### config.mk
export PLATFORM = sky130hd
export DESIGN_NAME = cv32e40p_hwloop_ctrl
export DESIGN_NICKNAME = d
export VERILOG_FILES = /design/src/rtl/cv32e40p_hwloop_ctrl.sv
export SDC_FILE = /design/constraint.sdc
export NUM_CORES = 1
export LEC_CHECK = 0
export BUFFER_PORTS_ARGS = -buffer_cell sky130_fd_sc_hd__buf_2
export CORE_AREA = 2 2 202 105
export CTS_CLUSTER_DIAMETER = 100
export DETAILED_ROUTE_END_ITERATION = 10
export DIE_AREA = 0 0 204 107
export GPL_ROUTABILITY_DRIVEN = 0
export PLACE_DENSITY = 0.78
export SLEW_MARGIN = 30
export SYNTH_ARGS = -nofsm -noshare
export SYNTH_HDL_FRONTEND = slang
export SYNTH_SLANG_ARGS = --single-unit
### constraint.sdc
create_clock -name clk -period 6.5 [get_ports clk]
set_input_delay 0.325 -clock clk [delete_from_list [all_inputs] [get_ports clk]]
set_output_delay 0.325 -clock clk [all_outputs]
set_load 0.05 [all_outputs]
### src/rtl/cv32e40p_hwloop_ctrl.sv
// cv32e40p_hwloop_ctrl: hardware-loop register file and loop-end controller.
// Holds start/end/count for each of N_HWLP loops. Loop 0 is innermost and wins
// ties. Requests a jump back to the loop start at the loop end, and decrements
// the selected count.
// Optional macro CV32E40P_HWLP_ASSERT_EN compiles concurrent SVA checks.
module cv32e40p_hwloop_ctrl #(
  parameter int N_HWLP      = 2,
  parameter int N_HWLP_BITS = $clog2(N_HWLP)
) (
  input  logic                   clk,
  input  logic                   rst_n,
  input  logic [2:0]             hwlp_we_i,
  input  logic [N_HWLP_BITS-1:0] hwlp_regid_i,
  input  logic [31:0]            hwlp_start_data_i,
  input  logic [31:0]            hwlp_end_data_i,
  input  logic [31:0]            hwlp_cnt_data_i,
  input  logic [31:0]            pc_id_i,
  input  logic                   id_valid_i,
  output logic                   hwlp_jump_o,
  output logic [31:0]            hwlp_target_o,
  output logic [N_HWLP*32-1:0]   hwlp_start_o,
  output logic [N_HWLP*32-1:0]   hwlp_end_o,
  output logic [N_HWLP*32-1:0]   hwlp_cnt_o
);

  logic [31:0]            start_q [N_HWLP];
  logic [31:0]            end_q   [N_HWLP];
  logic [31:0]            cnt_q   [N_HWLP];
  logic [N_HWLP-1:0]      match;
  logic                   any_match;
  logic [N_HWLP_BITS-1:0] sel;
  logic                   dec_en;

  // Loop-end match per loop, then fixed-priority select (lowest index wins).
  always_comb begin
    match     = '0;
    any_match = 1'b0;
    sel       = '0;
    for (int unsigned i = 0; i < N_HWLP; i++) begin
      match[i] = (pc_id_i == end_q[i]) && (cnt_q[i] != '0);
    end
    // Scan from the outermost down so the innermost match is left in sel.
    for (int unsigned i = N_HWLP; i > 0; i--) begin
      if (match[i-1]) begin
        sel       = N_HWLP_BITS'(i-1);
        any_match = 1'b1;
      end
    end
  end

  assign dec_en        = id_valid_i && any_match;
  assign hwlp_jump_o   = dec_en && (cnt_q[sel] > 32'd1);
  assign hwlp_target_o = any_match ? start_q[sel] : '0;

  // Pack per-loop registers onto the flat output buses.
  always_comb begin
    hwlp_start_o = '0;
    hwlp_end_o   = '0;
    hwlp_cnt_o   = '0;
    for (int unsigned i = 0; i < N_HWLP; i++) begin
      hwlp_start_o[32*i +: 32] = start_q[i];
      hwlp_end_o[32*i +: 32]   = end_q[i];
      hwlp_cnt_o[32*i +: 32]   = cnt_q[i];
    end
  end

  // Register writes; a count write to a loop overrides its decrement.
  always_ff @(posedge clk or negedge rst_n) begin
    if (!rst_n) begin
      for (int unsigned i = 0; i < N_HWLP; i++) begin
        start_q[i] <= '0;
        end_q[i]   <= '0;
        cnt_q[i]   <= '0;
      end
    end else begin
      for (int unsigned i = 0; i < N_HWLP; i++) begin
        if (hwlp_we_i[0] && (hwlp_regid_i == N_HWLP_BITS'(i))) begin
          start_q[i] <= hwlp_start_data_i;
        end
        if (hwlp_we_i[1] && (hwlp_regid_i == N_HWLP_BITS'(i))) begin
          end_q[i] <= hwlp_end_data_i;
        end
        if (hwlp_we_i[2] && (hwlp_regid_i == N_HWLP_BITS'(i))) begin
          cnt_q[i] <= hwlp_cnt_data_i;
        end else if (dec_en && (sel == N_HWLP_BITS'(i))) begin
          cnt_q[i] <= cnt_q[i] - 32'd1;
        end
      end
    end
  end

`ifdef CV32E40P_HWLP_ASSERT_EN
  // Writes must target an existing loop.
  a_regid_range: assert property (@(posedge clk) disable iff (!rst_n)
    (hwlp_we_i != 3'b000) |-> (int'(hwlp_regid_i) < N_HWLP))
    else $error("hwloop: write to out-of-range loop index %0d", hwlp_regid_i);

  // A jump is only ever requested for an accepted instruction.
  a_jump_valid: assert property (@(posedge clk) disable iff (!rst_n)
    hwlp_jump_o |-> id_valid_i)
    else $error("hwloop: jump without id_valid");

  for (genvar g = 0; g < N_HWLP; g++) begin : g_loop_chk
    // Without a count write, a count only holds or drops by exactly one.
    a_dec_step: assert property (@(posedge clk) disable iff (!rst_n)
      !(hwlp_we_i[2] && (hwlp_regid_i == N_HWLP_BITS'(g))) |=>
        ((cnt_q[g] == $past(cnt_q[g])) || (cnt_q[g] == $past(cnt_q[g]) - 32'd1)))
      else $error("hwloop: loop %0d count stepped by more than one", g);

    // An active loop must not end before it starts.
    a_end_ge_start: assert property (@(posedge clk) disable iff (!rst_n)
      (cnt_q[g] != '0) |-> (end_q[g] >= start_q[g]))
      else $error("hwloop: loop %0d end below start", g);
  end
`endif

endmodule

==> reports/qor.csv <==
metric,value,unit
post_cts_buffers,0,
use_met2,39.8,%
tns,0,ns
clkTransAtPathRegs,0.07,ns
port_buffers,359,
wire_per_inst,21.2,um
cts.sinks,192,
synth-main-ff-cell,dfrtp_1,
grt_max_degree,73,
ys_seq_area_share,49.9,%
synth_top_area_share,49.9,%
holdPathStages,3,
min_path_type,in2reg,
rsz0062_at_grt,no,
ys.warnings.count,0,
die-width,204,um
critPathTopFamily,simple AND/OR/NAND/NOR gates,
ant_nets,0,
synth.most_common_cell,dfrtp_1,
routed_via_density,5.87,
arrival,3.81,ns
power_leakage,5.42,nW
cts-root-buf,clkbuf_16,
cp.required,6.17,ns
drv_slew,0,
die_y,107,um
reg2regPathDepth,8,
synth-seq-cells,192,
syn_inst,851,
coreArea,20100,um^2
grt_util_met3,7.05,%
fin_crit_sh,63.7,%
drt-total-wl,31.4,mm
synth_area_per_cell,11.3,um^2
hold_ws,0.120,ns
clock_path_buffers,2,
fmaxAchievable,242,MHz
synth_edf_count,0,
clkLatencyLatePin,0.43,ns
drcViolationCount,0,
h-tree-depth,4,
worst_slack,2.36,ns
outcome,"complete, no violations",
crit_path_end_kind,output port,
drt_pass1_iterations,7,
crit_fanout,19,
worst_path_max_delay_cell,a21oi_4,
drv_cap,0,
busiest_layer,met1,
vias,8694,
total_power,3.95,mW
antenna_found_initial,4,
path_cells,"xnor2_1, nand4_1, nor4_1, nand3_2, a21oi_4, o21ai_0, a21oi_1, buf_2",
rows,37,
syn_area,9640,um^2
synth_area_leaders,"dfrtp_1 (50%), mux2_2 (15%), xnor2_1 (3.8%)",
synthTopCellsByCount,"dfrtp_1 (192), mux2_2 (130), nor2_1 (60)",
post-route-min-period,4.14,ns
timing.slew.headroom,38.5,%
initial_utilization,48.0,%
hold_violations,0,
grt_pass1_vias,8130,
crit_cells,8,
gr-usage-met1,44.8,%
place_hpwl,24.2,mm
layout-drive-gt1-share,45.9,%
slowest_delay,0.67,ns
synth_nets,990,
syn_to_final_growth,28.4,%
fin_skew,0.00870,ns
crit_buf_inv,1,
crit_type,reg2out,
die_area,21800,um^2
async_reset_ff_share,100,%
grt_pass1_wl,47.4,mm
cts-buffers-inserted,17,
drtIter0Drc,787,
setup_viol,0,
nets,1333,
startpoint_type,register,
peakVddDrop,0.000187,V
dpl_worst_slack,2.48,ns
synth_top_area_cell,dfrtp_1,
max_slew.worst_pin.slew,0.915,ns
io_pins,360,
cts_tree,done,
power-per-cell-area,319,nW/um^2
grt_use_total,28.7,%
synth_cell_types,50,
grt-ovfl-total,0,
-- per-stage QoR --
step | util, % | instance area [um^2] | cells
2_1_floorplan | - | 9640 | 851
3_3_place_gp | 58.1 | 11700 | 1445
3_5_place_dp | 58.2 | 11700 | 1446
4_1_cts | 61.4 | 12300 | 1478
5_1_grt | 61.6 | 12400 | 1479
6_report | 61.6 | 12400 | 1481
-- cells by family after synthesis --
logic type,Yosys count,share of synthesized area (%)
simple gates,237,13.3
fa+ha+maj,4,0.519
flops,192,49.9
buf+inv,52,2.26
mux,131,15.3
compound gates,156,11.6
xor+xnor,79,7.18
-- layout by cell type (no fill, tap or decap), types with 32 or more instances in the layout --
| cell type | instances |
|---|---|
| a22o_1 | 32 |
| a31oi_1 | 44 |
| buf_2 | 358 |
| dfrtp_1 | 192 |
| mux2_2 | 130 |
| nand2_1 | 33 |
| nor2_1 | 59 |
| o21ai_0 | 32 |
| xnor2_1 | 42 |
| xor2_1 | 37 |
-- path summary, 6_finish.rpt --
kind	startpoint	endpoint	slack, ns
worst max register to register	hwlp_cnt_o[2]	hwlp_cnt_o[49]	2.87
max in group asynchronous	rst_n	hwlp_end_o[20]	4.78
worst min-delay path	hwlp_cnt_data_i[0]	hwlp_cnt_o[32]	0.12
min in group asynchronous	rst_n	hwlp_end_o[58]	0.46
worst max-delay path	hwlp_end_o[39]	hwlp_jump_o	2.36
worst min register to register	hwlp_start_o[52]	hwlp_start_o[52]	0.53
-- tightest hold or removal path, cell delays in order --
cell and delay, ns:
buf_2 0.09, nand2_1 0.04, o21ai_0 0.06
-- layer usage --
layer / share of wire (%) / up-vias / routed length, um
met3: 9.9 / 31 / 3120
met5: 0.022 / - / 7
met2: 42 / 431 / 13300
met1: 46 / 4358 / 14600
met4: 1.3 / 2 / 397
li1: - / 3872 / -
-- cell type report --
cell class	count	area, um^2
Antenna cell	2	5.00
Tap cell	273	342
Clock inverter	13	203
Multi-Input combinational cell	607	4640
Fill cell	1695	7710
Clock buffer	18	429
Inverter	6	22.5
Timing Repair Buffer	370	1930
Sequential cell	192	4800
-- flip-flops by register name, indices dropped and copies added, names as in the netlist --
register / cells
hwlp_start_o: 64
hwlp_cnt_o: 64
hwlp_end_o: 64
-- where the power goes --
part           switching, mW  leakage, nW  internal, mW
clock network          0.494        0.299         0.654
logic                  0.912         2.89         0.340
registers              0.187         2.23          1.36
-- timing repair --
item	CTS	global route
hold buffers	1	0
gates resized for setup	0	0
endpoints found under the setup margin	0	0
hold endpoints to repair	70	0
Power figures use the tool's default switching activity.
